`src/rtl/lat_scoreboard.sv`:
```
// Register scoreboard for two long-latency units (MDU, FPU): tracks pending GPR/FPR
// destinations, stalls hazardous issues and arbitrates unit writebacks round-robin.
module lat_scoreboard (
    input  logic       clk,
    input  logic       rst,
    input  logic       issue_valid,
    input  logic       issue_long,
    input  logic       issue_unit,
    input  logic       issue_rd_we,
    input  logic       issue_rd_fp,
    input  logic [4:0] issue_rd,
    input  logic [4:0] gpr_raddr1,
    input  logic [4:0] gpr_raddr2,
    input  logic       fpr_re1,
    input  logic       fpr_re2,
    input  logic       fpr_re3,
    input  logic [4:0] fpr_raddr1,
    input  logic [4:0] fpr_raddr2,
    input  logic [4:0] fpr_raddr3,
    input  logic [1:0] unit_done,
    input  logic       flush,
    output logic       sb_stall,
    output logic       issue_fire,
    output logic [1:0] wb_grant,
    output logic       wb_valid,
    output logic       wb_rd_fp,
    output logic [4:0] wb_rd
);

    typedef struct packed {
        logic       busy;
        logic       rd_we;
        logic       rd_fp;
        logic [4:0] rd;
    } unit_rec_t;

    // Bit 0 of the GPR vector is never set, so x0 can be indexed without a special case.
    logic [31:0]      gpr_pend_q;
    logic [31:0]      fpr_pend_q;
    unit_rec_t [1:0]  rec_q;
    logic             rr_fpu_q;   // 1: FPU wins the next tie

    logic raw_hazard;
    logic waw_hazard;
    logic struct_hazard;
    logic granted;
    logic grant_sel;
    logic [1:0] cand;

    assign raw_hazard = ((gpr_raddr1 != 5'd0) && gpr_pend_q[gpr_raddr1])
                     || ((gpr_raddr2 != 5'd0) && gpr_pend_q[gpr_raddr2])
                     || (fpr_re1 && fpr_pend_q[fpr_raddr1])
                     || (fpr_re2 && fpr_pend_q[fpr_raddr2])
                     || (fpr_re3 && fpr_pend_q[fpr_raddr3]);

    assign waw_hazard = issue_rd_we &&
                        (issue_rd_fp ? fpr_pend_q[issue_rd]
                                     : ((issue_rd != 5'd0) && gpr_pend_q[issue_rd]));

    // Busy is registered, so a unit freed by this cycle's grant still looks busy here.
    assign struct_hazard = issue_long && rec_q[issue_unit].busy;

    assign sb_stall   = issue_valid && !flush && (raw_hazard || waw_hazard || struct_hazard);
    assign issue_fire = issue_valid && !sb_stall;

    assign cand = unit_done & {rec_q[1].busy, rec_q[0].busy};

    // NOTE: every output of this block gets a default first, so no latch is inferred.
    always_comb begin
        wb_grant = 2'b00;
        if (!flush) begin
            case (cand)
                2'b01:   wb_grant = 2'b01;
                2'b10:   wb_grant = 2'b10;
                2'b11:   wb_grant = rr_fpu_q ? 2'b10 : 2'b01;
                default: wb_grant = 2'b00;
            endcase
        end
    end

    assign granted   = |wb_grant;
    assign grant_sel = wb_grant[1];
    assign wb_valid  = granted && rec_q[grant_sel].rd_we;
    assign wb_rd_fp  = granted && rec_q[grant_sel].rd_fp;
    assign wb_rd     = granted ? rec_q[grant_sel].rd : 5'd0;

    // NOTE: non-blocking assignments only; where a grant clear and an issue set hit the
    // same bit, the later issue assignment wins, which gives set-over-clear.
    always_ff @(posedge clk) begin
        if (rst) begin
            gpr_pend_q <= '0;
            fpr_pend_q <= '0;
            rec_q      <= '0;
            rr_fpu_q   <= 1'b0;
        end else if (flush) begin
            gpr_pend_q <= '0;
            fpr_pend_q <= '0;
            rec_q[0].busy <= 1'b0;
            rec_q[1].busy <= 1'b0;
        end else begin
            if (granted) begin
                rec_q[grant_sel].busy <= 1'b0;
                rr_fpu_q <= !grant_sel;
                if (rec_q[grant_sel].rd_we) begin
                    if (rec_q[grant_sel].rd_fp)
                        fpr_pend_q[rec_q[grant_sel].rd] <= 1'b0;
                    else
                        gpr_pend_q[rec_q[grant_sel].rd] <= 1'b0;
                end
            end
            if (issue_fire && issue_long) begin
                rec_q[issue_unit] <= '{busy: 1'b1, rd_we: issue_rd_we,
                                       rd_fp: issue_rd_fp, rd: issue_rd};
                if (issue_rd_we) begin
                    if (issue_rd_fp)
                        fpr_pend_q[issue_rd] <= 1'b1;
                    else if (issue_rd != 5'd0)
                        gpr_pend_q[issue_rd] <= 1'b1;
                end
            end
        end
    end

endmodule

```
`config.mk`:
```
export PLATFORM = sky130hd
export DESIGN_NAME = lat_scoreboard
export DESIGN_NICKNAME = d
export VERILOG_FILES = /design/src/rtl/lat_scoreboard.sv
export SDC_FILE = /design/constraint.sdc
export NUM_CORES = 1
export LEC_CHECK = 0
export ABC_AREA = 0
export BUFFER_PORTS_ARGS = -buffer_cell sky130_fd_sc_hd__buf_2
export CAP_MARGIN = 10
export CORE_ASPECT_RATIO = 1.25
export CORE_MARGIN = 2
export CORE_UTILIZATION = 24
export CTS_CLUSTER_SIZE = 12
export DETAILED_ROUTE_END_ITERATION = 10
export SLEW_MARGIN = 5
export SYNTH_ARGS = -nofsm -noshare
export SYNTH_HDL_FRONTEND = slang
export SYNTH_SLANG_ARGS = --single-unit
```
`constraint.sdc`:
```
create_clock -name clk -period 3.3 [get_ports clk]
set_clock_uncertainty 0.1 [all_clocks]
set_input_delay 0.33 -clock clk [delete_from_list [all_inputs] [get_ports clk]]
set_output_delay 0.33 -clock clk [all_outputs]
set_load 0.005 [all_outputs]
```
# Word-level counts from Yosys, hierarchy flattened
# Cells that the tools add are included.
# Widths: inputs -> output; s select.
[word_totals]
latchBits = 0
reg_bits = 81
n_memories = 0
inputBits = 43
wordCells = 121
romBits = 0
mem_bits_rw = 0
output_inout_bits = 11
[classes]
n_lt_le_gt_ge = 13
n_bitwise = 7
muxes = 54
eq_ne = 3
shift = 0
n_addsub = 0
mul = 0
n_reduce_logical = 33
div_mod_pow = 0
[op_table]
columns = ["cell", "n"]
rows = [
  ["$mux 32", 17],
  ["$and 32x32->32", 2],
  ["$mux 16", 4],
  ["$or 32x32->32", 2],
  ["$lt 5x6->1 const B", 7],
  ["$bmux 1 s5", 7],
  ["$bwmux 16", 2],
  ["$mux 8", 4],
  ["$not 32->32", 1],
  ["$logic_and 1x1->1", 18],
  ["$demux 8 s1", 2],
  ["$reduce_bool 5->1", 3],
  ["$mux 7", 2],
  ["$demux 1 s5", 2],
  ["$ge 5x1->1 const B", 2],
  ["$mux 1", 10],
  ["$logic_or 1x1->1", 6],
  ["$pmux 2 s3", 1],
  ["$mux 5", 1],
  ["$eq 2x2->1 const B", 2],
  ["$lt 1x2->1 const B", 2],
  ["$mux 2", 2],
  ["$reduce_or 2->1", 2],
  ["$logic_not 1->1", 3],
  ["other kinds (5)", 6],
]

# Depth between registers and ports, before layout
# Gate-level depths: netlist of run 1.
[depth]
ltp_word = 22
mapped_depth = 11
depth_no_buf = 8

# Worst setup path before layout of run 1
# Ideal clock, no wire load.
[synth_path]
path_type = "input port to output port"
start = "in fpr_raddr1[0]"
end = "out sb_stall"
path_slack_ns = 0.552
arrival_ns = 2.318
path_stages = 8
path_buffers = 1
required_ns = 2.870
cell_sequence = "clkbuf_1 -> mux4_2 -> a22oi_1 -> a21boi_0 -> o21a_1 -> a21oi_2 -> a21oi_1 -> and2_1"
[synth_between]
elab_chain_len = 9
[synth_rtl]
columns = ["element", "line_no", "text"]
rows = [
  ["start, declared", "17", "input logic [4:0] fpr_raddr1,"],
  ["$bmux 1 s5", "52", "|| (fpr_re1 && fpr_pend_q[fpr_raddr1])"],
  ["$mux 1 (implied by the code)", "52", ""],
  ["$logic_and 1x1->1", "52", ""],
  ["$logic_or 1x1->1", "52", ""],
  ["$logic_or 1x1->1", "53", "|| (fpr_re2 && fpr_pend_q[fpr_raddr2])"],
  ["$logic_or 1x1->1", "54", "|| (fpr_re3 && fpr_pend_q[fpr_raddr3]);"],
  ["$logic_or 1x1->1 (2 in a row)", "63", "assign sb_stall = issue_valid && !flush && (raw_hazard || waw_hazard || struct_hazard);"],
  ["$logic_and 1x1->1", "63", ""],
  ["end, declared", "22", "output logic sb_stall,"],
]
# Every way passes these cells. The select of a mux whose other input is x is not followed.

# Final worst setup path of run 1
[layout_path]
start = "reg fpr_pend_q[19]"
end = "out sb_stall"
[layout_between]
elab_chain_len = 9
word_cells_on_any_way = 19
cone_classes = "mux: 9; reduce/logical: 10"
[layout_rtl]
columns = ["element", "line_no", "text"]
rows = [
  ["start, declared", "39", "logic [31:0] fpr_pend_q;"],
  ["start signal, assigned", "92", "fpr_pend_q <= '0;"],
  ["start signal, assigned", "97", "fpr_pend_q <= '0;"],
  ["start signal, assigned by index", "106", "fpr_pend_q[rec_q[grant_sel].rd] <= 1'b0;"],
  ["$bmux 1 s5", "52", ""],
  ["$mux 1 (implied by the code)", "52", ""],
  ["$logic_and 1x1->1", "52", ""],
  ["$logic_or 1x1->1", "52", ""],
  ["$logic_or 1x1->1", "53", ""],
  ["$logic_or 1x1->1", "54", ""],
  ["$logic_or 1x1->1 * (2 in a row)", "63", ""],
  ["$logic_and 1x1->1 *", "63", ""],
]
# Every way passes the cells marked *; elsewhere a longest branch is shown, timed or not. The select of a mux whose other input is x is not followed.

==> metrics.cfg, run 1 <==
[worst_setup_path]
startpoint_type=register
timing.critical_path.arrival_ns=2.77
critical_path_peak_fanout=5
critPathSlowestCell=mux4_2
critical_path_buf_inv_count=1
cp_data_required_time_ns=2.87
critical_path_class=register to output pin
crit_family=simple AND/OR/NAND/NOR gates
setup.worst_path.end_class=output pin
ff2ff_path_depth=9
cp_slowest_stage_delay_ns=0.48
worstSetupPathDepth=9
cp_cell_sequence=mux4_2, nor2b_1, a211o_1, a41oi_2, and4_4, and2_2, a21oi_1, and2_1, buf_2

[floorplan]
ios=54
die_height_um=175
start_util_pct=24.5
die-width_um=141
fp.coreArea_um2=23000
fp.dieArea_um2=24700
row_count=62

[min_path]
hold_class=input port to register
timing.hold.worst_path_depth=2

[power_and_ir_drop]
report.power.total_mw=2.37
combPwrFrac_pct=12.5
power.switching_mw=0.617
intPower_mw=1.75
seq_power_share_pct=41.5
vdd_drop_max_uv=252
clockPowerShare_pct=46.0
p_leak_nw=2.35
p_sw_share_pct=26.1
power_density_nw_per_um2=356

[global_routing]
grt_max_degree=65
first_pass_grt_wire_length_um=31300
track_usage_pct=16.5
grt_pass1_vias=5400
antenna_found_initial=0
residual_overflow_from_global_routing=0

[route]
viasPerCell=5.83
antenna_left=0
route.detailed.wl_per_inst_um=21.8
routed_wl_um=20200
drt_iter0_drc=681
num_vias=5403
route.detailed.drc=0
drt_first_pass_iters=5

[sta]
slew-limit-headroom_pct=53.8
setup_viol=0
fin_crit_sh_pct=96.8
final-hold-violation-count=0
fin_ws_ns=0.105
finalMaxSlewViolations=0
worst_hold_slack_ns=0.166
worst-slew-pin-transition_ns=0.692
achievable-frequency_mhz=313
period_minus_slack_ns=3.20
rsz_0062_raised_after_global_routing=no

[placed_design]
io_buffer_count=53
placement.setup.worst_slack_ns=-0.0171
dp.final_hpwl_um=15100
finalWeightedCongestion=0.957

[cts]
clkTransAtPathRegs_ns=0.06
htree_num_levels=3
cts.sinks=81
post_cts.repair.setup_buffers=0
cts_tree=yes
clockRootBuffer=clkbuf_16
clk-insertion-delay-late_ns=0.34
tritoncts.num_buffers=9
cts.path.max_buffers=2
hold_buffers=0

[yosys]
yosys.cell_count.top_type=dfxtp_1
synth_top_cells_by_count=dfxtp_1 (81), o211ai_1 (65), mux2i_1 (47), mux4_2 (37), nand2_1 (32)
synth_area_leader_cell=dfxtp_1
ys_seq_elements=81
yosys_warnings=0
post_synth.cell_area_avg_um2=9.75
synth-seq-area-share_pct=28.9
yosys-top-cells-area=dfxtp_1 (29%), mux4_2 (15%), o211ai_1 (8.7%)
synth_enable_flop_cells=0
syn_inst=576
mappedNetlistArea_um2=5620
synth_largest_type_area_fraction_pct=28.9
synth_top_flop_cell=dfxtp_1
ys_async_sr_fraction_pct=0
ys_types=58
syn_nets=619

[final_layout]
n_antenna_cell=0
final_nets=676
area_growth_syn_to_layout_pct=18.4
post_route_cells_drive_above_1_share_pct=28.2
final_core_utilization_pct=29.0

[flow_run]
max-cap-violations=0

[run_status]
outcome=completed

cells by family after synthesis:
logic type / synth area share, %
AND/OR/NAND/NOR: 17.8
multiplexers: 25.0
flip-flops: 28.9
buffers and inverters: 3.99
AO/OA/AOI/OAI: 24.4
flip-flops by register name, summed over array words and instances, names as in the netlist:
signal      count
rec_q          16
rr_fpu_q        1
gpr_pend_q     32
fpr_pend_q     32
per-stage QoR:
| stage | cell area [um2] | setup TNS (ns) | instances |
|---|---|---|---|
| final | 6650 | 0 | 926 |
| after global routing | 6650 | 0 | 926 |
| after CTS | 6640 | 0 | 926 |
| after detailed placement | 6310 | -0.0875 | 910 |
| after global placement | 6310 | -0.00585 | 910 |
| after floorplan | 5620 | 0 | 576 |
cell usage in the layout (no fill, tap or decap), types with 14 or more instances in the layout:
cell      netlist  layout
buf_2           8      53
buf_4           0      32
dfxtp_1        81      81
mux2i_1        47      47
mux4_2         37      37
nand2_1        32      32
nand2b_1       29      29
nand3_1        17      17
nor2_1         23      22
nor2b_1        18      18
o211ai_1       65      65
o21ai_0        30      29
o31ai_1        17      17
o31ai_2        14      14
final timing paths:
path	slack (ns)	end	start
setup reg to reg	0.45	fpr_pend_q[23]$_SDFF_PP0_	fpr_pend_q[19]$_SDFF_PP0_
hold reg to reg	0.38	rec_q[3]$_SDFFE_PP0P_	rec_q[3]$_SDFFE_PP0P_
hold / removal	0.17	rec_q[7]$_SDFF_PP0_	issue_unit
setup / recovery	0.10	sb_stall	fpr_pend_q[19]$_SDFF_PP0_
area by class of cell:
cell class	instances	area, um2
clock buffer	9	225
timing repair buffer	86	526
multi-input combinational	448	3800
inverter	7	26.3
sequential	81	1620
tap	288	360
clock inverter	7	95.1
fill	2408	16300
metal layers:
layer  global-route usage (%)  vias up  wire length [um]
met1                     19.9     2639              7920
met4                     8.96        0               963
met3                     3.64       61              1400
li1                         -     2438                 -
met5                        0        -                 0
met2                     27.3      265              9910
power by group through the flow:
stage	Combinational, mW	Clock (mW)	Sequential, mW
final	0.295	1.09	0.983
after global routing	0.316	1.14	0.982
after CTS	0.289	1.10	0.982
after detailed placement	0.287	0	1.00
after global placement	0.286	0	1.00
after floorplan	0.188	0	1.00
repair_timing:
action / in CTS / in global routing
resized for setup: 2 / 3
endpoints found under the setup margin: 1 / 2
cloned: 0 / 0
No activity file was read; power rests on OpenSTA's default activity.
==> inputs of run 2 (changes only) <==
--- a/config.mk
+++ b/config.mk
@@ -6,9 +6,9 @@
 export NUM_CORES = 1
 export LEC_CHECK = 0
 export ABC_AREA = 0
+export ABC_CLOCK_PERIOD_IN_PS = 3300
 export BUFFER_PORTS_ARGS = -buffer_cell sky130_fd_sc_hd__buf_2
 export CAP_MARGIN = 10
-export CORE_ASPECT_RATIO = 1.25
 export CORE_MARGIN = 2
 export CORE_UTILIZATION = 24
 export CTS_CLUSTER_SIZE = 12
@@ -17,3 +17,4 @@
 export SYNTH_ARGS = -nofsm -noshare
 export SYNTH_HDL_FRONTEND = slang
 export SYNTH_SLANG_ARGS = --single-unit
+export TNS_END_PERCENT = 1
==> metrics.cfg, run 2 (synthesis results as in run 1) <==
[floorplan]
ios=54
die_height_um=157
fp.coreArea_um2=22800
die-width_um=157
fp.dieArea_um2=24600
start_util_pct=24.7
row_count=55

[worst_setup_path]
startpoint_type=register
crit_family=simple AND/OR/NAND/NOR gates
worstSetupPathDepth=9
cp-endpoint=sb_stall
critical_path_buf_inv_count=1
critPathSlowestCell=mux4_2
cp_cell_sequence=mux4_2, mux2i_1, nor3b_1, a311oi_1, and4_4, and2_2, a21oi_1, and2_1, buf_2
end_of_the_worst_register_to_register_path=fpr_pend_q[17]$_SDFF_PP0_
crit_path_start=gpr_pend_q[15]$_SDFF_PP0_
critical_path_peak_fanout=5
r2r_slack_ns=0.46
critical_path_class=register to output pin
worst_r2r_startpoint=gpr_pend_q[15]$_SDFF_PP0_
ff2ff_path_depth=9
cp_data_required_time_ns=2.87
setup.worst_path.end_class=output pin
timing.critical_path.arrival_ns=2.73
cp_slowest_stage_delay_ns=0.47

[cts]
cts.path.max_buffers=2
cts_tree=yes
tritoncts.num_buffers=9
htree_num_levels=3
hold_buffers=0
cts.sinks=81
clk-insertion-delay-late_ns=0.35
clockRootBuffer=clkbuf_16
clkTransAtPathRegs_ns=0.06

[route]
antenna_left=0
num_vias=5262
drt_first_pass_iters=5
routed_wl_um=19700
viasPerCell=5.60
route.detailed.drc=0
drt_iter0_drc=521
route.detailed.wl_per_inst_um=21.0

[power_and_ir_drop]
power_density_nw_per_um2=361
vdd_drop_max_uv=242
report.power.total_mw=2.38
p_leak_nw=2.30

[sta]
fin_crit_sh_pct=95.9
finalMaxSlewViolations=0
rsz_0062_raised_after_global_routing=no
achievable-frequency_mhz=316
worst-slew-pin-transition_ns=0.732
setup_viol=0
final-hold-violation-count=0
period_minus_slack_ns=3.16
slew-limit-headroom_pct=51.2
totalNegativeSetupSlack_ns=0
worst_hold_slack_ns=0.151

[placed_design]
dp.final_hpwl_um=14800
finalWeightedCongestion=0.919
io_buffer_count=53
dpl_cell_area_um2=6260

[min_path]
hold_class=input port to register

[global_routing]
grt_pass1_vias=5132
first_pass_grt_wire_length_um=30500
track_usage_pct=16.3
residual_overflow_from_global_routing=0
grt_max_degree=67
antenna_found_initial=0

[final_layout]
final.fill_count=2429
final_common_cell=dfxtp_1
n_antenna_cell=0
layout.cell_area.non_filler_um2=6590
area_growth_syn_to_layout_pct=17.4
final_nets=665
biggestRegsByFlops=fpr_pend_q: 32 flops, gpr_pend_q: 32 flops, rec_q: 16 flops
post_route_cells_drive_above_1_share_pct=26.2
layout.cells.most_common_list=dfxtp_1 (81), o211ai_1 (65), buf_2 (53)

[run_status]
outcome=completed

[flow_run]
max-cap-violations=0

-- run 2: cell count changes in the layout (fill, tap and decap cells not counted), moves of 2 or more --
cell / change
buf_4: -11
clkinv_2: -2
clkbuf_8: +3
clkinv_4: -2
-- run 2: where the power goes --
group          internal, mW  switching [mW]
combinational         0.101           0.182
sequential            0.981         0.00212
clock                 0.721           0.396
total                  1.80           0.580
-- run 2: worst min path at each step --
stage	startpoint	endpoint	slack, ns	depth (start not counted)
6_report	issue_unit	rec_q[7]$_SDFF_PP0_	0.15	2
5_1_grt	issue_unit	rec_q[7]$_SDFF_PP0_	0.15	2
3_5_place_dp	rec_q[3]$_SDFFE_PP0P_	rec_q[3]$_SDFFE_PP0P_	0.37	2
2_1_floorplan	gpr_pend_q[0]$_SDFF_PP0_	gpr_pend_q[0]$_SDFF_PP0_	0.34	1
4_1_cts	issue_unit	rec_q[7]$_SDFF_PP0_	0.15	2
3_3_place_gp	rec_q[1]$_SDFFE_PP0P_	rec_q[1]$_SDFFE_PP0P_	0.36	2
-- run 2: layout make-up --
| type | instances | area, um2 | area share (%) |
|---|---|---|---|
| Tap cell | 313 | 392 | 5.94 |
| Inverter | 7 | 26.3 | 0.398 |
| Multi-Input combinational cell | 448 | 3780 | 57.3 |
| Clock inverter | 2 | 60.1 | 0.911 |
| Clock buffer | 13 | 270 | 4.10 |
| Timing Repair Buffer | 75 | 443 | 6.72 |
| Sequential cell | 81 | 1620 | 24.6 |
-- run 2: repair_timing --
| action | CTS | global route |
|---|---|---|
| setup endpoints to repair | 0 | 2 |
| hold endpoints to repair | 0 | 0 |
| setup buffers | 0 | 0 |
| resized for setup | 0 | 1 |
-- run 2: metal layers --
layer / GRT usage [%] / share of wire (%)
met2: 23.9 / 43
met1: 23.7 / 47
met3: 3.85 / 8.3
met4: 4.50 / 1.4
met5: 0 / 0
-- run 2: stage by stage --
| step | instances | util (%) | worst slack, ns |
|---|---|---|---|
| floorplan | 576 | - | 0.552 |
| global placement | 924 | 27.5 | 0.205 |
| detailed placement | 924 | 27.5 | 0.192 |
| CTS | 939 | 28.9 | 0.0144 |
| global route | 939 | 28.9 | 0.00850 |
| finish | 939 | 28.9 | 0.136 |
